--- config.mk ---
export PLATFORM = sky130hd
export DESIGN_NAME = uart_bus_ctrl
export DESIGN_NICKNAME = d
export VERILOG_FILES = /design/src/rtl/uart_pkg.sv /design/src/rtl/bus_sync.sv /design/src/rtl/uart_bus_ctrl.sv
export SDC_FILE = /design/constraint.sdc
export NUM_CORES = 1
export LEC_CHECK = 0
export ABC_CLOCK_PERIOD_IN_PS = 1800
export CAP_MARGIN = 20
export CELL_PAD_IN_SITES_DETAIL_PLACEMENT = 1
export CELL_PAD_IN_SITES_GLOBAL_PLACEMENT = 1
export CORE_MARGIN = 4
export CORE_UTILIZATION = 38
export DETAILED_ROUTE_END_ITERATION = 10
export HOLD_SLACK_MARGIN = 0.05
export PLACE_DENSITY_LB_ADDON = 0.1
export SLEW_MARGIN = 10
export SYNTH_ARGS = -nofsm -noshare
export SYNTH_HDL_FRONTEND = slang
export SYNTH_SLANG_ARGS = --single-unit
--- constraint.sdc ---
create_clock -name clk -period 1.8 [get_ports clk]
set_input_delay 0.36 -clock clk [delete_from_list [all_inputs] [get_ports clk]]
set_output_delay 0.36 -clock clk [all_outputs]
set_load 0.005 [all_outputs]
--- src/rtl/uart_pkg.sv ---
// Shared definitions for the UART CPU-side register controller: register map,
// STATUS/CTRL bit positions and bus FSM state encodings.
package uart_pkg;

  localparam logic [1:0] ADDR_DATA    = 2'd0;
  localparam logic [1:0] ADDR_STATUS  = 2'd1;
  localparam logic [1:0] ADDR_CTRL    = 2'd2;
  localparam logic [1:0] ADDR_SCRATCH = 2'd3;

  localparam int STAT_TX_NOT_FULL  = 0;
  localparam int STAT_RX_NOT_EMPTY = 1;
  localparam int STAT_TX_OVR       = 2;
  localparam int STAT_RX_OVR       = 3;

  localparam int CTRL_RX_IRQ_EN = 0;
  localparam int CTRL_TX_IRQ_EN = 1;
  localparam int CTRL_FLUSH     = 7;

  typedef enum logic [1:0] {
    ST_IDLE  = 2'd0,
    ST_WRITE = 2'd1,
    ST_READ  = 2'd2,
    ST_HOLD  = 2'd3
  } bus_state_t;

  function automatic logic [7:0] status_byte(input logic rx_ovr, input logic tx_ovr,
                                             input logic rx_empty, input logic tx_full);
    logic [7:0] s;
    s = 8'h00;
    s[STAT_TX_NOT_FULL]  = ~tx_full;
    s[STAT_RX_NOT_EMPTY] = ~rx_empty;
    s[STAT_TX_OVR]       = tx_ovr;
    s[STAT_RX_OVR]       = rx_ovr;
    return s;
  endfunction

endpackage

--- src/rtl/bus_sync.sv ---
// Plain flop-chain synchronizer for the asynchronous CPU bus inputs.
module bus_sync #(
  parameter int WIDTH  = 1,
  parameter int STAGES = 2
) (
  input  logic             clk,
  input  logic [WIDTH-1:0] d,
  output logic [WIDTH-1:0] q
);

  // Deliberately not reset: the synced bus level must survive a controller reset
  // so a bus cycle still in progress is not mistaken for a fresh one.
  logic [WIDTH-1:0] chain [STAGES];

  always_ff @(posedge clk) begin
    chain[0] <= d;
    for (int i = 1; i < STAGES; i++) begin
      chain[i] <= chain[i-1];
    end
  end

  assign q = chain[STAGES-1];

endmodule

--- src/rtl/uart_bus_ctrl.sv ---
// CPU-side register controller for the UART: decodes the async 6502-style bus and
// sequences TX pushes / RX pop windows, plus STATUS, CTRL, SCRATCH and overrun flags.
module uart_bus_ctrl
  import uart_pkg::*;
#(
  parameter int SYNC_STAGES = 2
) (
  input  logic       clk,
  input  logic       reset,
  input  logic       phi2,
  input  logic       ncs,
  input  logic       nwe,
  input  logic [1:0] addr,
  input  logic [7:0] data_in,
  output logic [7:0] data_out,
  output logic       data_oe,
  output logic       tx_write_trig,
  input  logic       tx_full,
  input  logic       tx_empty,
  output logic       rx_read_active,
  input  logic [7:0] rx_out,
  input  logic       rx_full,
  input  logic       rx_empty,
  input  logic       rx_write_trig,
  output logic       fifo_reset,
  output logic       irq_n
);

  logic       s_phi2;
  logic       s_ncs;
  logic       s_nwe;
  logic [1:0] s_addr;

  bus_sync #(.WIDTH(1), .STAGES(SYNC_STAGES)) u_sync_phi2 (.clk(clk), .d(phi2), .q(s_phi2));
  bus_sync #(.WIDTH(1), .STAGES(SYNC_STAGES)) u_sync_ncs  (.clk(clk), .d(ncs),  .q(s_ncs));
  bus_sync #(.WIDTH(1), .STAGES(SYNC_STAGES)) u_sync_nwe  (.clk(clk), .d(nwe),  .q(s_nwe));
  bus_sync #(.WIDTH(2), .STAGES(SYNC_STAGES)) u_sync_addr (.clk(clk), .d(addr), .q(s_addr));

  bus_state_t state;
  logic [1:0] acc_addr;
  logic [6:0] ctrl;
  logic [7:0] scratch;
  logic       tx_ovr;
  logic       rx_ovr;
  logic       armed;
  logic       rd_empty;

  logic       access;
  logic       bus_gone;
  logic       clr_ovr;
  logic [7:0] status;
  logic [7:0] entry_rdata;
  logic [7:0] held_rdata;

  // armed stays low after reset until phi2 is seen low, so a bus cycle that was
  // cut by reset is not decoded a second time.
  assign access   = armed && !s_ncs && s_phi2;
  assign bus_gone = !s_phi2 || s_ncs;
  assign clr_ovr  = (state == ST_READ) && bus_gone && (acc_addr == ADDR_STATUS);
  assign status   = status_byte(rx_ovr, tx_ovr, rx_empty, tx_full);

  function automatic logic [7:0] reg_value(input logic [1:0] a, input logic [7:0] st,
                                           input logic [6:0] c, input logic [7:0] sc);
    logic [7:0] v;
    v = 8'h00;
    case (a)
      ADDR_STATUS:  v = st;
      ADDR_CTRL:    v = {1'b0, c};
      ADDR_SCRATCH: v = sc;
      default:      v = 8'h00;
    endcase
    return v;
  endfunction

  assign entry_rdata = reg_value(s_addr, status, ctrl, scratch);
  assign held_rdata  = reg_value(acc_addr, status, ctrl, scratch);

  always_ff @(posedge clk) begin
    if (reset) begin
      state          <= ST_IDLE;
      acc_addr       <= ADDR_DATA;
      ctrl           <= 7'h00;
      scratch        <= 8'h00;
      tx_ovr         <= 1'b0;
      rx_ovr         <= 1'b0;
      armed          <= 1'b0;
      rd_empty       <= 1'b0;
      data_out       <= 8'h00;
      data_oe        <= 1'b0;
      tx_write_trig  <= 1'b0;
      rx_read_active <= 1'b0;
      fifo_reset     <= 1'b0;
      irq_n          <= 1'b1;
    end else begin
      tx_write_trig <= 1'b0;
      fifo_reset    <= 1'b0;
      if (!s_phi2) armed <= 1'b1;

      tx_ovr <= (tx_write_trig && tx_full) || (tx_ovr && !clr_ovr);
      rx_ovr <= (rx_write_trig && rx_full) || (rx_ovr && !clr_ovr);
      irq_n  <= !((ctrl[CTRL_RX_IRQ_EN] && !rx_empty) ||
                  (ctrl[CTRL_TX_IRQ_EN] && tx_empty) || rx_ovr || tx_ovr);

      case (state)
        ST_IDLE: begin
          if (access) begin
            acc_addr <= s_addr;
            if (!s_nwe) begin
              state <= ST_WRITE;
              case (s_addr)
                ADDR_DATA: tx_write_trig <= 1'b1;
                ADDR_CTRL: begin
                  ctrl       <= data_in[6:0];
                  fifo_reset <= data_in[CTRL_FLUSH];
                end
                ADDR_SCRATCH: scratch <= data_in;
                default: ;
              endcase
            end else begin
              state          <= ST_READ;
              data_oe        <= 1'b1;
              rd_empty       <= rx_empty;
              rx_read_active <= (s_addr == ADDR_DATA);
              data_out       <= (s_addr == ADDR_DATA) ? 8'h00 : entry_rdata;
            end
          end
        end
        ST_WRITE: state <= ST_HOLD;
        ST_READ: begin
          if (bus_gone) begin
            state          <= ST_IDLE;
            data_oe        <= 1'b0;
            rx_read_active <= 1'b0;
            data_out       <= 8'h00;
          end else if (acc_addr == ADDR_DATA) begin
            data_out <= rd_empty ? 8'h00 : rx_out;
          end else begin
            data_out <= held_rdata;
          end
        end
        ST_HOLD: if (bus_gone) state <= ST_IDLE;
        default: state <= ST_IDLE;
      endcase
    end
  end

endmodule

== Word level (Yosys, flattened, before mapping) ==
Memory sizes are Yosys's and may differ from the RTL's.
Index checks and enable logic that the tools add are counted.

* Input port bits: 28
* Output and inout bits: 13
* Bits in writable memories: 10
* Memories kept: 4
* Bits in registers: 36
* Logic and storage cells: 93

* Equal/unequal tests: 13
* Bitwise gates (word level): 6
* Reductions and logical operators: 35
* Multiplexer cells: 21

{| class="wikitable"
|+ Memory list
! memory !! words !! width !! rd ports !! clocked after Yosys merged registers in !! write ports !! RTL line !! RTL
|-
| u_sync_addr.chain || 2 || 2 || 2 || 0 || 2 || bus_sync.sv:13 || <nowiki>logic [WIDTH-1:0] chain [STAGES];</nowiki>
|-
| u_sync_ncs.chain || 2 || 1 || 2 || 0 || 2 || bus_sync.sv:13 ||
|-
| u_sync_nwe.chain || 2 || 1 || 2 || 0 || 2 || bus_sync.sv:13 ||
|-
| u_sync_phi2.chain || 2 || 1 || 2 || 0 || 2 || bus_sync.sv:13 ||
|}

{| class="wikitable"
|+ Operators by type and width
! operator !! count
|-
| 8-bit two-way mux || 6
|-
| 8-bit case mux with 3 select lines || 2
|-
| 8-bit case mux with 2 select lines || 1
|-
| 2-bit == test (second input constant) || 6
|-
| 4-bit AND reduction || 3
|-
| 1-bit logical AND || 10
|-
| 2-bit by 1-bit == test with 1-bit output (second input constant) || 3
|-
| 2-bit logical NOT || 3
|-
| 1-bit logical OR || 6
|-
| 1-bit two-way mux || 6
|-
| 2-bit two-way mux || 3
|-
| 2-bit != test (second input constant) || 3
|-
| 1-bit inverter || 6
|-
| 2-bit case mux with 3 select lines || 1
|-
| 3-bit AND reduction || 2
|-
| 1-bit logical NOT || 5
|-
| 5-bit OR reduction || 1
|-
| 1-bit case mux with 2 select lines || 2
|-
| 2-bit AND reduction || 2
|-
| 4-bit OR reduction || 1
|-
| 2-bit by 1-bit != test with 1-bit output (second input constant) || 1
|-
| 2-bit nonzero test || 1
|-
| 2-bit OR reduction || 1
|}

== Longest topological paths before layout ==
An unclocked memory read counts as a cell.

* Word-level depth: 8
* Mapped depth: 6
* Depth with buffers taken out: 4

== Hierarchy ==
A second synthesis with hierarchy kept.

* Cells, all modules: 206
* Area, all modules: 1966.9 um2

{| class="wikitable"
|+ By module, submodules not included
! module !! area an instance (um2) !! cells an instance !! seq. area each (um2) !! instances
|-
| uart_bus_ctrl || 1751.7 || 194 || 720.7 || 1
|-
| bus_sync (u_sync_ncs ...) || 40.0 || 2 || 40.0 || 3
|-
| bus_sync (u_sync_addr) || 95.1 || 6 || 80.1 || 1
|}

== Worst setup path after synthesis ==
Ideal clock, no wire load.

* Kind: register -> register
* Start point: reg state[0]
* End point: reg scratch[0]
* Required time: 1672 ps
* Cell stages (with the launch flop): 5
* Setup slack: 273 ps
* Arrival time: 1400 ps
* Period minus slack after synthesis: 1527 ps
* Library setup time: 128 ps
* Path buffers: 0
* Path through: dfxtp_1 -> nand4bb_4 -> nor4_4 -> mux2i_1 -> nor2_1

* Word-level cells in the longest chain between the ends: 2

{| class="wikitable"
|+ Ends and longest elaborated chain
! element !! RTL line !! RTL
|-
| start, declared || uart_bus_ctrl.sv:39 || <nowiki>bus_state_t state;</nowiki>
|-
| start signal, assigned || uart_bus_ctrl.sv:80 || <nowiki>state <= ST_IDLE;</nowiki>
|-
| start signal, assigned || uart_bus_ctrl.sv:109 || <nowiki>state <= ST_WRITE;</nowiki>
|-
| start signal, assigned || uart_bus_ctrl.sv:120 || <nowiki>state <= ST_READ;</nowiki>
|-
| 2-bit logical NOT || uart_bus_ctrl.sv:104 || <nowiki>case (state)</nowiki>
|-
| 4-bit AND reduction (no line) || n/a ||
|-
| end signal, assigned || uart_bus_ctrl.sv:116 || <nowiki>ADDR_SCRATCH: scratch <= data_in;</nowiki>
|-
| end, declared || uart_bus_ctrl.sv:42 || <nowiki>logic [7:0] scratch;</nowiki>
|}

No other way between the ends.
A chain may end at the register's enable or synchronous reset.

== Worst setup path after layout ==
* Start point: reg state[0]
* End point: reg ctrl[2]

* Word-level cells in the longest chain between the ends: 2

{| class="wikitable"
|+ Ends and longest elaborated chain
! element !! RTL line !! RTL
|-
| 2-bit logical NOT || uart_bus_ctrl.sv:104 ||
|-
| 4-bit AND reduction (no line) || n/a ||
|-
| end signal, assigned || uart_bus_ctrl.sv:113 || <nowiki>ctrl <= data_in[6:0];</nowiki>
|-
| end, declared || uart_bus_ctrl.sv:41 || <nowiki>logic [6:0] ctrl;</nowiki>
|}

No other way between the ends.

==> impl_metrics.py <==
metrics = {
    "synthesis": {
        "yosysWarnings": 0,
        "synth_cell_types": 40,
        "synth_seq_cells": 46,
        "synthesis.nets": 231,
        "synthSimpleGateAreaFrac": 0.168,
        "synth_top_family_by_area": "compound AO/OA/AOI/OAI gates",
        "synth_compound_area_frac": 0.175,
        "yosys_most_used_dff": "dfxtp_1",
        "syn_inst": 203,
        "synth_xor_area_frac": 0,
        "async_flop_share": 0,
        "synthMuxAreaShare": 0.155,
        "synthAdderAreaFrac": 0,
        "syn_area_per_cell_um2": 9.80,
        "yosysSeqAreaShare": 0.463,
        "synth-edff-count": 0,
        "mappedNetlistArea_um2": 1990,
    },
    "cells_and_area": {
        "area_growth_pct": 31.2,
        "fin_cells": 318,
        "drive_gt1_frac": 0.0968,
        "final_cell_mix": "dfxtp_1 (46), clkdlybuf4s50_1 (40), nor2_1 (32), mux2i_1 (23), buf_4 (10)",
        "final_common_cell": "dfxtp_1",
        "antennaDiodeCount": 0,
        "layout.nets": 276,
        "nFillCells": 601,
        "fin_util": 0.514,
        "register_area_um2": 921,
        "multi_input_area_um2": 991,
    },
    "global_route": {
        "antenna_found_initial": 0,
        "grt_pass1_vias": 1903,
        "grt_max_degree": 38,
        "grt_pass1_wl_um": 9420,
        "grt.overflow.total": 0,
        "track_usage": 0.192,
    },
    "die": {
        "fp-row-count": 26,
        "ios": 41,
        "core_um2": 5070,
        "die_w_um": 80.4,
        "die_h_um": 80.4,
        "start_util": 0.392,
        "dieArea_um2": 6460,
    },
    "cts": {
        "clockBufferDepth": 2,
        "clock_latency_ps": 300,
        "clock_sinks": 46,
        "ctsHoldBuffers": 0,
        "root_buffer": "clkbuf_8",
        "htree_levels": 2,
        "cts-resized-gates": 0,
        "cts_tree": "built",
        "post_cts_buffers": 0,
        "cts_buffers": 5,
        "clkTransAtPathRegs_ps": 80,
    },
    "timing": {
        "whs_ps": 329,
        "drv_slew": 0,
        "finalCritPeriodShare": 0.879,
        "fmax_mhz": 632,
        "slew_headroom": 0.656,
        "min_period_ps": 1580,
        "worstMarginPinSlew_ps": 516,
        "clock_skew_ps": 8.84,
        "setup_viol": 0,
        "rsz0062_at_grt": "false",
        "setup_tns_ps": 0,
        "finalHoldViolations": 0,
    },
    "setup_path": {
        "startpoint_type": "flip-flop",
        "cp-end-kind": "flip-flop",
        "cp_data_arrival_time_ps": 1770,
        "critical_path_class": "flip-flop to flip-flop",
        "cp_max_fo": 8,
        "worstPathRequired_ps": 1990,
    },
    "routing": {
        "vias": 1740,
        "vias_per_cell": 5.47,
        "drt-initial-drc-count": 71,
        "top_layer": "met4",
        "drc": 0,
        "drtAntennaViolNets": 0,
        "wl_met2_um": 2790,
        "drtPass1Iterations": 4,
        "routedWlPerCell_um": 17.6,
        "wl_um": 5600,
        "met3_length_um": 279,
        "wl_met1_um": 2390,
    },
    "power": {
        "peakVddDrop_uv": 429,
        "power_leakage_nw": 0.925,
        "powerDensity_nw_per_um2": 740,
        "totalPowerFinal_mw": 1.93,
    },
    "run": {
        "drv_cap": 0,
    },
    "placement": {
        "io_buffers": 40,
        "gp_congestion": 0.789,
        "dp.cells": 311,
        "dp_hpwl_um": 4090,
    },
    "hold_path": {
        "holdCritPathClass": "flip-flop to flip-flop",
    },
    "status": {
        "status": "completed",
    },
}
==> path summary, 6_finish.rpt <==
kind / start / to / slack (ps) / cells after the start
max reg2reg: state[0] / ctrl[2] / 220 / 5
max: state[0] / ctrl[2] / 220 / 5
min reg2reg: u_sync_ncs.chain[0][0] / u_sync_ncs.chain[0][1] / 330 / 0
min: u_sync_ncs.chain[0][0] / u_sync_ncs.chain[0][1] / 330 / 0
==> per-stage QoR <==
step	worst slack, ps	instance area (um^2)
CTS	199	2610
detailed placement	176	2530
global placement	204	2530
floorplan	273	1990
global route	73.9	2610
finish	217	2610
==> critical path, cell delays in order (launching register included) <==
cell	delay (ps)
dfxtp_1	380
nand4bb_4	310
nor4_4	240
buf_4	250
mux2i_1	230
nor2_1	70
==> state kept, by name, summed over array words and instances, names as in the netlist <==
name,cells
data_out,8
tx_write_trig,1
rx_read_active,1
fifo_reset,1
irq_n,1
u_sync_phi2.chain,2
state,2
u_sync_addr.chain,4
data_oe,1
ctrl,7
tx_ovr,1
rx_ovr,1
acc_addr,2
u_sync_ncs.chain,2
scratch,8
u_sync_nwe.chain,2
rd_empty,1
armed,1
==> layer usage <==
| metal | vias up | track usage |
|---|---|---|
| met4 | 0 | 0.0743 |
| li1 | 833 | - |
| met3 | 13 | 0.0549 |
| met1 | 845 | 0.216 |
| met2 | 49 | 0.338 |
| met5 | - | 0 |
==> synthesized netlist by cell type, types with 2 or more instances <==
cell type | n | area (um^2)
buf_2 | 5 | 25.0
inv_1 | 5 | 18.8
nand2b_1 | 3 | 18.8
o21ai_0 | 3 | 15.0
nor3_1 | 3 | 15.0
mux2_1 | 3 | 33.8
a21oi_1 | 9 | 45.0
nand2_1 | 9 | 33.8
a211oi_1 | 8 | 60.1
nor4_4 | 2 | 42.5
a32oi_1 | 4 | 35.0
a31oi_1 | 3 | 18.8
nor2b_1 | 2 | 12.5
a311oi_1 | 3 | 26.3
a22o_1 | 3 | 26.3
mux2_2 | 4 | 45.0
mux2i_1 | 23 | 230
nor2_1 | 32 | 120
a22oi_1 | 2 | 15.0
clkbuf_1 | 8 | 30.0
a221o_1 | 4 | 40.0
dfxtp_1 | 46 | 921
nand3_1 | 2 | 10.0
==> cell families (layout without fill, tap and decap cells) <==
group	Yosys count	after routing
buf+inv	19	64
compound gates	47	47
mux	30	30
flops	46	46
simple gates	61	61
==> layout make-up <==
class                   count  share of cell area
clock buffers               7              0.0292
repair buffers             52               0.198
multi-input cells         138               0.380
well taps                  70              0.0336
flip-flops and latches     46               0.353
inverters                   5             0.00719
==> report_power, final <==
part	internal [mW]	switching (mW)	total, mW
registers	1.05	0.0372	1.09
logic	0.145	0.100	0.245
clock network	0.268	0.328	0.596
No activity file was read; power rests on OpenSTA's default activity.
